`config.mk`:
```
export PLATFORM = sky130hd
export DESIGN_NAME = mc_control
export DESIGN_NICKNAME = d
export VERILOG_FILES = /design/src/rtl/mc_control.sv
export SDC_FILE = /design/constraint.sdc
export NUM_CORES = 1
export LEC_CHECK = 0
export ABC_AREA = 1
export ABC_CLOCK_PERIOD_IN_PS = 2850
export CAP_MARGIN = 0
export CORE_ASPECT_RATIO = 1.1
export CORE_UTILIZATION = 41
export CTS_BUF_LIST = sky130_fd_sc_hd__clkbuf_16
export CTS_CLUSTER_DIAMETER = 50
export DETAILED_ROUTE_END_ITERATION = 16
export GPL_TIMING_DRIVEN = 0
export PLACE_DENSITY = 0.94
export SYNTH_ARGS = -nofsm -noshare
export SYNTH_HDL_FRONTEND = slang
export SYNTH_SLANG_ARGS = --single-unit
```
`constraint.sdc`:
```
create_clock -name clk -period 2.85 [get_ports clk]
set_input_delay 0.285 -clock clk [delete_from_list [all_inputs] [get_ports clk]]
set_output_delay 0.285 -clock clk [all_outputs]
set_load 0.01 [all_outputs]
```
`src/rtl/mc_control.sv`:
```
`default_nettype none
// ============================================================================
//  Module   : mc_control
//  Purpose  : Multi-cycle control unit for the SCCPU datapath. Sequences each
//             instruction through IF / ID / EXE / MEM / WB and drives the ALU
//             function code, datapath mux selects, write enables and the
//             req/ack handshake of the shared instruction/data memory port.
//  Ports    : clk, clrn (sync active-low reset)
//             op, func      instruction fields IR[31:26], IR[5:0]
//             z             ALU zero flag
//             mem_ack       memory completes the current request this cycle
//             mem_req, iord, wmem           memory port control
//             irwr, pcwr, pcsource          IR / PC update control
//             aluc, alusrca, alusrcb, sext  ALU control
//             wreg, regdst, m2reg, jal      register-file write control
//             ill           one-cycle pulse on an undecodable instruction
//             state         current FSM state (debug)
//  Revision : 1.0  initial release
// ============================================================================
module mc_control (
  input  logic       clk,
  input  logic       clrn,
  input  logic [5:0] op,
  input  logic [5:0] func,
  input  logic       z,
  input  logic       mem_ack,
  output logic       mem_req,
  output logic       iord,
  output logic       wmem,
  output logic       irwr,
  output logic       pcwr,
  output logic [1:0] pcsource,
  output logic [3:0] aluc,
  output logic [1:0] alusrca,
  output logic [1:0] alusrcb,
  output logic       sext,
  output logic       wreg,
  output logic [1:0] regdst,
  output logic       m2reg,
  output logic       jal,
  output logic       ill,
  output logic [2:0] state
);

  typedef enum logic [2:0] {
    S_IF  = 3'd0,
    S_ID  = 3'd1,
    S_EXE = 3'd2,
    S_MEM = 3'd3,
    S_WB  = 3'd4
  } state_t;

  localparam logic [3:0] ALU_ADD = 4'b0000;
  localparam logic [3:0] ALU_SUB = 4'b0100;
  localparam logic [3:0] ALU_AND = 4'b0001;
  localparam logic [3:0] ALU_OR  = 4'b0101;
  localparam logic [3:0] ALU_XOR = 4'b0010;
  localparam logic [3:0] ALU_LUI = 4'b0110;
  localparam logic [3:0] ALU_SLL = 4'b0011;
  localparam logic [3:0] ALU_SRL = 4'b0111;
  localparam logic [3:0] ALU_SRA = 4'b1111;

  state_t cur_state;
  state_t nxt_state;

  // --------------------------------------------------------------------------
  // Instruction decode
  // --------------------------------------------------------------------------
  logic is_rtype;
  logic is_radd, is_rsub, is_rand, is_ror, is_rxor;
  logic is_sll, is_srl, is_sra, is_jr;
  logic is_shift, is_ralu;
  logic is_addi, is_andi, is_ori, is_xori, is_lui;
  logic is_lw, is_sw, is_beq, is_bne, is_j, is_jal;
  logic is_ialu, legal;
  logic [3:0] aluc_r;
  logic [3:0] aluc_i;

  assign is_rtype = (op == 6'b000000);
  assign is_radd  = is_rtype && (func == 6'b100000);
  assign is_rsub  = is_rtype && (func == 6'b100010);
  assign is_rand  = is_rtype && (func == 6'b100100);
  assign is_ror   = is_rtype && (func == 6'b100101);
  assign is_rxor  = is_rtype && (func == 6'b100110);
  assign is_sll   = is_rtype && (func == 6'b000000);
  assign is_srl   = is_rtype && (func == 6'b000010);
  assign is_sra   = is_rtype && (func == 6'b000011);
  assign is_jr    = is_rtype && (func == 6'b001000);
  assign is_shift = is_sll | is_srl | is_sra;
  assign is_ralu  = is_radd | is_rsub | is_rand | is_ror | is_rxor | is_shift;

  assign is_addi  = (op == 6'b001000);
  assign is_andi  = (op == 6'b001100);
  assign is_ori   = (op == 6'b001101);
  assign is_xori  = (op == 6'b001110);
  assign is_lui   = (op == 6'b001111);
  assign is_lw    = (op == 6'b100011);
  assign is_sw    = (op == 6'b101011);
  assign is_beq   = (op == 6'b000100);
  assign is_bne   = (op == 6'b000101);
  assign is_j     = (op == 6'b000010);
  assign is_jal   = (op == 6'b000011);
  assign is_ialu  = is_addi | is_andi | is_ori | is_xori | is_lui;

  assign legal = is_ralu | is_jr | is_ialu | is_lw | is_sw |
                 is_beq | is_bne | is_j | is_jal;

  always_comb begin
    aluc_r = ALU_ADD;
    case (func)
      6'b100010: aluc_r = ALU_SUB;
      6'b100100: aluc_r = ALU_AND;
      6'b100101: aluc_r = ALU_OR;
      6'b100110: aluc_r = ALU_XOR;
      6'b000000: aluc_r = ALU_SLL;
      6'b000010: aluc_r = ALU_SRL;
      6'b000011: aluc_r = ALU_SRA;
      default:   aluc_r = ALU_ADD;
    endcase
  end

  always_comb begin
    aluc_i = ALU_ADD;
    case (op)
      6'b001100: aluc_i = ALU_AND;
      6'b001101: aluc_i = ALU_OR;
      6'b001110: aluc_i = ALU_XOR;
      6'b001111: aluc_i = ALU_LUI;
      default:   aluc_i = ALU_ADD;
    endcase
  end

  // --------------------------------------------------------------------------
  // State register
  // --------------------------------------------------------------------------
  always_ff @(posedge clk) begin
    if (!clrn) begin
      cur_state <= S_IF;
    end else begin
      cur_state <= nxt_state;
    end
  end

  assign state = cur_state;

  // --------------------------------------------------------------------------
  // Next state and outputs
  // --------------------------------------------------------------------------
  always_comb begin
    nxt_state = cur_state;
    mem_req   = 1'b0;
    iord      = 1'b0;
    wmem      = 1'b0;
    irwr      = 1'b0;
    pcwr      = 1'b0;
    pcsource  = 2'b00;
    aluc      = ALU_ADD;
    alusrca   = 2'b00;
    alusrcb   = 2'b00;
    sext      = 1'b0;
    wreg      = 1'b0;
    regdst    = 2'b00;
    m2reg     = 1'b0;
    jal       = 1'b0;
    ill       = 1'b0;

    if (!clrn) begin
      // While reset is held the outputs already look like an idle fetch, but
      // mem_ack is ignored so no write enable can fire (this also drops any
      // access that was in flight).
      mem_req   = 1'b1;
      alusrcb   = 2'b01;
      nxt_state = S_IF;
    end else begin
      case (cur_state)
        S_IF: begin
          // PC + 4 is computed every fetch cycle; committed only on ack.
          mem_req = 1'b1;
          alusrcb = 2'b01;
          if (mem_ack) begin
            irwr      = 1'b1;
            pcwr      = 1'b1;
            nxt_state = S_ID;
          end
        end

        S_ID: begin
          // Branch target PC + (sext(imm) << 2) is always precomputed here.
          alusrcb = 2'b11;
          sext    = 1'b1;
          if (!legal) begin
            ill       = 1'b1;
            nxt_state = S_IF;
          end else if (is_j) begin
            pcwr      = 1'b1;
            pcsource  = 2'b10;
            nxt_state = S_IF;
          end else if (is_jal) begin
            pcwr      = 1'b1;
            pcsource  = 2'b10;
            wreg      = 1'b1;
            regdst    = 2'b10;
            jal       = 1'b1;
            nxt_state = S_IF;
          end else if (is_jr) begin
            pcwr      = 1'b1;
            pcsource  = 2'b11;
            nxt_state = S_IF;
          end else begin
            nxt_state = S_EXE;
          end
        end

        S_EXE: begin
          if (is_rtype) begin
            alusrca   = is_shift ? 2'b10 : 2'b01;
            alusrcb   = 2'b00;
            aluc      = aluc_r;
            nxt_state = S_WB;
          end else if (is_ialu) begin
            alusrca   = 2'b01;
            alusrcb   = 2'b10;
            sext      = is_addi;
            aluc      = aluc_i;
            nxt_state = S_WB;
          end else if (is_lw || is_sw) begin
            alusrca   = 2'b01;
            alusrcb   = 2'b10;
            sext      = 1'b1;
            aluc      = ALU_ADD;
            nxt_state = S_MEM;
          end else begin
            // beq / bne: compare rs - rt, target sits in ALUout from ID.
            alusrca   = 2'b01;
            alusrcb   = 2'b00;
            aluc      = ALU_SUB;
            pcsource  = 2'b01;
            pcwr      = is_beq ? z : (is_bne & ~z);
            nxt_state = S_IF;
          end
        end

        S_MEM: begin
          mem_req = 1'b1;
          iord    = 1'b1;
          wmem    = is_sw;
          if (mem_ack) begin
            nxt_state = is_lw ? S_WB : S_IF;
          end
        end

        S_WB: begin
          wreg      = 1'b1;
          regdst    = is_rtype ? 2'b01 : 2'b00;
          m2reg     = is_lw;
          nxt_state = S_IF;
        end

        default: begin
          nxt_state = S_IF;
        end
      endcase
    end
  end

endmodule
`default_nettype wire

```
Word level (Yosys, flattened, before mapping)
Cells that the tools add are included.

Eq/ne operators: 25. Mux-type cells: 78. Bitwise gates (word level): 21. Reduce and logical (&&, ||, !) cells: 15.

Operators with widths (count): 2-bit 2-to-1 mux (22); 6-bit == test, second input constant (7); 1-bit 2-to-1 mux (37); 6-bit by 4-bit == test with 1-bit output, second input constant (6); 4-bit one-hot mux with 7 select lines (1); 6-bit by 2-bit == test with 1-bit output, second input constant (4); 3-bit one-hot mux with 4 select lines (2); 1-bit OR (19); 3-bit 2-to-1 mux (6); 4-bit 2-to-1 mux (4); 6-bit by 3-bit == test with 1-bit output, second input constant (2); 6-bit logical NOT (2); 1-bit logical AND (9); 2-bit one-hot mux with 2 select lines (2); 3-bit by 2-bit == test with 1-bit output, second input constant (2); 2-bit one-hot mux with 3 select lines (1); 2-bit inequality test, second input constant (2); 1-bit one-hot mux with 2 select lines (2); 3-bit by 1-bit == test with 1-bit output, second input constant (1); 3-bit == test, second input constant (1); 3-bit logical NOT (1); 1-bit one-hot mux with 3 select lines (1); 2-bit AND reduction (1); 2-bit OR reduction (1); other kinds (3) (3).

Register bits: 3. Input port bits: 16. Output and inout bits: 25. Word-level logic and storage cells: 140.

Depth between registers and ports, before layout
Gate-level depths: netlist of run 1.

Word-level depth: 18. Gate-level depth with buffers: 12. Gate-level depth less buffers: 12.

Least setup slack after synthesis of run 1
No wires, ideal clock.

Path kind: register -> output. From: reg cur_state[1], in the netlist state[1]. To: out sext. Data arrival time: 1287 ps. Required time: 2565 ps. Slack: 1278 ps. Stages on the path, launching flop included: 7. Path buffers: 0. Cell sequence: dfxtp_1 -> inv_2 -> nor3_2 -> inv_2 -> nor2_2 -> nand2_1 -> o31ai_1.

Longest elaborated chain between the ends: 3. Elaborated cells between the ends (all ways): 4. Classes of those cells: eq/ne: 2; mux: 2.

Ends and longest elaborated chain: from (decl) (line 63) `state_t cur_state;`; from (signal assigned) (line 140) `cur_state <= nxt_state;`; 3-bit by 2-bit == test with 1-bit output or 3-bit by 1-bit == test with 1-bit output (tied branches) (line 175) `case (cur_state)`; 1-bit one-hot mux with 2 select lines * (line 175); 1-bit 2-to-1 mux * (line 167) `if (!clrn) begin`; to (decl) (line 36) `output logic sext,`.

Mark *: on every way between the ends. The rest lies on a longest branch, timed or not.

Worst setup path after layout of run 1
From: in op[1]. To: out sext.

Longest elaborated chain between the ends: 9. Elaborated cells between the ends (all ways): 18. Classes of those cells: eq/ne: 7; mux: 5; bitwise: 4; reduce/logical: 2.

Ends and longest elaborated chain: from (decl) (line 23) `input logic [5:0] op,`; 6-bit by 4-bit == test with 1-bit output, on equally long branches (line 92, 93); 1-bit OR (4 in a row) (line 103) `assign is_ialu = is_addi | is_andi | is_ori | is_xori | is_lui;`; 1-bit 2-to-1 mux (line 220) `end else if (is_ialu) begin`; 1-bit 2-to-1 mux * (line 215) `if (is_rtype) begin`; 1-bit one-hot mux with 2 select lines * (line 175); 1-bit 2-to-1 mux * (line 167).

Marked as above.

==> run metrics, run 1 <==
r2r setup slk=1550 ps; FFs w/ async S/R, synth=0%; combinational power share=28.5%; maximum fanout along the worst path=6; Synth top cells by count=29 x nor2_1, 22 x inv_1, 16 x nand2_1, 16 x nand3_1, 6 x a21oi_1; hold path depth=4; sequential area share after synthesis=8.38%; vias in the first global route=866; largest net degree at the start of global routing=9; TNS Setup=0 ps; GPL Wtd Cong=0.814; Hold EP=state[0]; fillers=130; number of remaining DRC errors=0; RSZ-0062 raised after global routing=no; Hold-fix buffers, CTS=0; ranking of synthesized cells by area=nor2_1 15%, inv_1 12%, nand3_1 11%; Power Total=0.000376 W; Worst-Margin Slew=366 ps; global route overflow=0; detailed-route vias per instance=5.44; CTS tree=yes; clk root buf=clkbuf_16; Multi-input gate area=549 µm²; Buffers on Ports=40; initial antenna violation count=0; Worst VDD drop=260 µV; skew final=1.70 ps; first-pass GRT wire length=3560 µm; switching share of power=27.2%; Area growth syn-to-layout=69.8%; diodes inserted=0; Worst-Skew Late Latency=230 ps; Slew Viols, Final=0; Buf+Inv Stages, Crit Path=3; Final HPWL DP=1880 µm; Setup crit start=op[1]; Avg Cell Area, Syn=5.35 µm²; layout cell share with drive strength beyond 1=12.9%; total track usage=24.1%; Pre-antenna DRT Iters=4; die area=1920 µm²; Final ANT Viol Nets=0; WS Path Type=primary input to output port; Pleak=0.536 nW; hold_sp=state[1]; Clock Tree Buf Depth=2; Core Area=1600 µm²; Rows=15; Final min period=2610 ps; Arrival @ worst endpoint=2330 ps; Post CTS Setup Buffer Count=0; CP startpoint kind=primary input; CP peak stage delay=620 ps; Slew HR=75.4%; Sink Count=3; num ports=41; H-tree Lvls=1; CTS resizes=0; share of the synthesized area in the top cell type=15.2%; Cell variety after synth=25; Largest register FFs=3; internal power=0.000273 W; Tightest Hold Check Type=flip-flop to flip-flop; clock-pin slew on the worst setup and hold paths=30 ps; via count=1,060; cell count after synthesis=134; RR Startpoint=state[1]; Die Wd=41.9 µm; cell area after synthesis=717 µm²; Nets=195; Main synth FF type=dfxtp_1; critical-path cell list=clkdlybuf4s50_1, nand2_1, inv_2, nand3_2, nand3_1, nand2_1, o31ai_1, clkdlybuf4s50_1; YS warnings=0; Psw=0.000102 W; period utilisation layout=91.6%; Max Cap Violations=0; Die Height=45.9 µm; WL final=2340 µm; Clock power frac=59.3%; FMAX=0.383 GHz; outcome=complete, no violations; final setup vio count=0; Post-Syn Nets=150; RR Endpoint=state[2]; drt wl/cell=12.0 µm; Critical Path RT=2570 ps; Reg area=60.1 µm²; initial core utilization=44.9%; CTS Buf Count=3; flops & latches, synth=3; Flop pwr share=12.2%; top-count cell post-synth=nor2_1; initial DRC count=27; Hold Vio Cnt, Final=0; pwr/cell area=308 nW/µm²; area leader, netlist=nor2_1; Slowest cell on crit path=clkdlybuf4s50_1; critical path capture point type=output port; Post-synth EDFFs=0; Top Family by Delay on Critical Path=buffers and inverters; Worst R2R Path Depth=6
[power by group through the flow]
stage | Combinational [W] | Sequential [W] | Clock, W
3_5_place_dp | 0.000105 | 0.0000466 | 0
3_3_place_gp | 0.000101 | 0.0000464 | 0
5_1_grt | 0.000116 | 0.0000463 | 0.000227
2_1_floorplan | 0.0000506 | 0.0000471 | 0
4_1_cts | 0.000107 | 0.0000460 | 0.000223
6_report | 0.000107 | 0.0000460 | 0.000223
[per-stage QoR]
step           cells  hold slack, ps  utilization (%)  area (µm²)  setup slack (ps)
6_report         195             678             76.3        1220               239
3_5_place_dp     191             665             71.4        1140               286
2_1_floorplan    134             383                -         717              1280
4_1_cts          195             683             76.3        1220               257
3_3_place_gp     191             643             71.4        1140               368
5_1_grt          195             722             76.3        1220               144
[cell type report]
type | instances | area share, %
Multi-Input combinational cell | 103 | 45.1
Timing Repair Buffer | 40 | 32.9
Inverter | 28 | 8.84
Clock buffer | 3 | 6.17
Sequential cell | 3 | 4.93
Tap cell | 17 | 1.75
Clock inverter | 1 | 0.308
[layer usage]
layer	track usage, %	vias to the layer above	part of all wire, %
li1	-	529	-
met1	27.0	478	41
met2	45.0	43	52
met3	3.97	10	4.1
met4	11.0	0	2.7
met5	0	-	0
[logic make-up after synthesis]
logic type	synth area share [%]
DFF	8.38
buffers and inverters	15.0
xor gates and xnor gates	1.22
and+or+nand+nor	58.8
AOI/OAI and AO/OA	16.6
[placed cells by master (no fill, tap or decap), drive strengths merged, types with 3 or more instances in the layout]
cell / n
clkdlybuf4s50: 40
nor2: 35
inv: 29
nand2: 21
nand3: 17
o21ai: 8
a21oi: 6
nor3: 5
a31oi: 4
clkbuf: 3
dfxtp: 3
[worst min-delay path, stage by stage, from the launching register on]
cell and delay, ps:
dfxtp_1 340, inv_2 90, nor3_2 60, nand2_1 80
a21oi_1 60
[how the worst max path moves through the flow]
stage	to	slack, ps	depth (start not counted)
2_1_floorplan	sext	1280	6
3_3_place_gp	sext	370	8
3_5_place_dp	sext	290	8
4_1_cts	sext	260	8
5_1_grt	sext	140	8
6_report	sext	240	8
Power figures use the tool's default switching activity.
==> inputs of run 2 (changes only) <==
--- a/config.mk
+++ b/config.mk
@@ -6,15 +6,16 @@
 export NUM_CORES = 1
 export LEC_CHECK = 0
 export ABC_AREA = 1
-export ABC_CLOCK_PERIOD_IN_PS = 2850
+export ABC_CLOCK_PERIOD_IN_PS = 2600
 export CAP_MARGIN = 0
 export CORE_ASPECT_RATIO = 1.1
-export CORE_UTILIZATION = 41
+export CORE_UTILIZATION = 38
 export CTS_BUF_LIST = sky130_fd_sc_hd__clkbuf_16
 export CTS_CLUSTER_DIAMETER = 50
 export DETAILED_ROUTE_END_ITERATION = 16
 export GPL_TIMING_DRIVEN = 0
-export PLACE_DENSITY = 0.94
+export PLACE_DENSITY = 0.89
+export REMOVE_ABC_BUFFERS = 1
 export SYNTH_ARGS = -nofsm -noshare
 export SYNTH_HDL_FRONTEND = slang
 export SYNTH_SLANG_ARGS = --single-unit
==> constraint.sdc (replaced) <==
create_clock -name clk -period 2.6 [get_ports clk]
set_input_delay 0.26 -clock clk [delete_from_list [all_inputs] [get_ports clk]]
set_output_delay 0.26 -clock clk [all_outputs]
set_load 0.01 [all_outputs]
==> run 2 against run 1 <==
The flow now finishes with violations (design-rule violations); register-to-register slack got worse by 220 ps; non-clock buffer count is 1 higher; via count shrank 4.2%; final area is 1.5% higher; critical path depth fell by 2; highest routed layer unchanged.
==> run metrics, run 2 (synthesized netlist as in run 1, its figures left out) <==
Top Family by Delay on Critical Path=buffers and inverters; Area growth syn-to-layout=72.4%; outcome=finished with violations; Core Area=1780 µm²; Pleak=0.567 nW; initial DRC count=24; critical path capture point type=output port; diodes inserted=0; layout cell share with drive strength beyond 1=14.0%; Largest register FFs=3; Buf+Inv Stages, Crit Path=2; number of remaining DRC errors=3; RSZ-0062 raised after global routing=no; H-tree Lvls=1; failing checks=design-rule violations; Max Cap Violations=0; period utilisation layout=94.1%; via count=1,015; WL final=2180 µm; Power Total=0.000406 W; initial antenna violation count=0; Final HPWL DP=1790 µm; Buffers on Ports=40; Die Wd=43.4 µm; commonest non-fill, non-tap cell in the layout=clkdlybuf4s50_1; CTS tree=yes; final setup vio count=0; Tightest Hold Check Type=flip-flop to flip-flop; largest net degree at the start of global routing=9; Hold Vio Cnt, Final=0; CTS Buf Count=3; skew final=1.62 ps; num ports=41; GPL Wtd Cong=0.813; Worst-Skew Late Latency=220 ps; Worst path most repeated cell=clkdlybuf4s50_1; critical-path cell list=clkdlybuf4s50_1, nand2_1, a211oi_2, o21ai_0, a31oi_1, clkdlybuf4s50_1; WS Path Type=primary input to output port; commonest non-fill, non-tap cells in the layout=38 x clkdlybuf4s50_1, 29 x nor2_1, 23 x inv_1; Die Height=47.6 µm; FMAX=0.409 GHz; drt wl/cell=11.0 µm; CP startpoint kind=primary input; Worst VDD drop=275 µV; Worst-Margin Slew=325 ps; die area=2060 µm²; global route overflow=0; Pre-antenna DRT Iters=10; Slew HR=78.2%; final non-filler cell total=197; Nets=196; detailed-route vias per instance=5.15; maximum fanout along the worst path=6; Slowest cell on crit path=clkdlybuf4s50_1; vias in the first global route=898; initial core utilization=40.2%; Sink Count=3; Final min period=2450 ps; first-pass GRT wire length=3590 µm; total track usage=23.1%; Slew Viols, Final=0; TNS Setup=0 ps; CP peak stage delay=600 ps; Arrival @ worst endpoint=2190 ps; placed cells=192; clk root buf=clkbuf_16; Hold-fix buffers, CTS=0; Rows=16; fillers=160; Clock Tree Buf Depth=2; Final ANT Viol Nets=0; Critical Path RT=2340 ps; pwr/cell area=328 nW/µm²; clock-pin slew on the worst setup and hold paths=30 ps
[run 2: changes by cell type in the layout (fill, tap and decap cells not counted)]
cell             delta
buf_4               +1
a211oi_2            +1
clkdlybuf4s50_1     -2
a211oi_1            -1
dlymetal6s2s_1      +2
[run 2: power breakdown]
group          internal, W  switching, W
logic            0.0000536     0.0000622
registers        0.0000482    0.00000213
clock network     0.000198     0.0000412
total             0.000300      0.000106
[run 2: path summary, 6_finish.rpt]
path / startpoint / endpoint / slack, ps / cells past startpoint
max: op[1] / aluc[1] / 150 / 6
min: state[0] / state[0] / 660 / 4
max reg2reg: state[1] / state[2] / 1330 / 6
min reg2reg: state[0] / state[0] / 660 / 4
[run 2: metrics by stage]
stage | setup slack (ps) | utilization (%) | hold WS [ps] | area, µm²
finish | 155 | 69.4 | 661 | 1240
floorplan | 1050 | - | 358 | 717
detailed placement | 132 | 64.0 | 655 | 1140
global placement | 155 | 64.0 | 645 | 1140
CTS | 128 | 68.4 | 662 | 1220
global route | 1.61 | 69.4 | 718 | 1240
[run 2: routing by layer]
metal  track usage (%)  vias up  wire length [µm]
met1              28.1      451               893
met4              7.50        0                19
li1                  -      529                 -
met5                 0        -                 0
met3              4.53        2                96
met2              41.5       33              1170
[run 2: repair_timing]
action | in CTS | in global routing
endpoints found under the setup margin | 0 | 3
buffers inserted | 0 | 1
gates resized for setup | 0 | 3
[run 2: area by class of cell]
cell class	count	area, µm²	area share, %
Tap cell	18	22.5	1.82
Inverter	28	108	8.70
Clock inverter	1	3.75	0.304
Timing Repair Buffer	41	413	33.4
Sequential cell	3	60.1	4.86
Multi-Input combinational cell	103	554	44.8
Clock buffer	3	75.1	6.07
[run 2: tightest hold or removal path: cells and delay by family, from the launching register on]
family,cells,cell delay (ps)
AO/OA/AOI/OAI,1,70
buffers and inverters,1,90
AND/OR/NAND/NOR,2,120
flip-flops,1,330
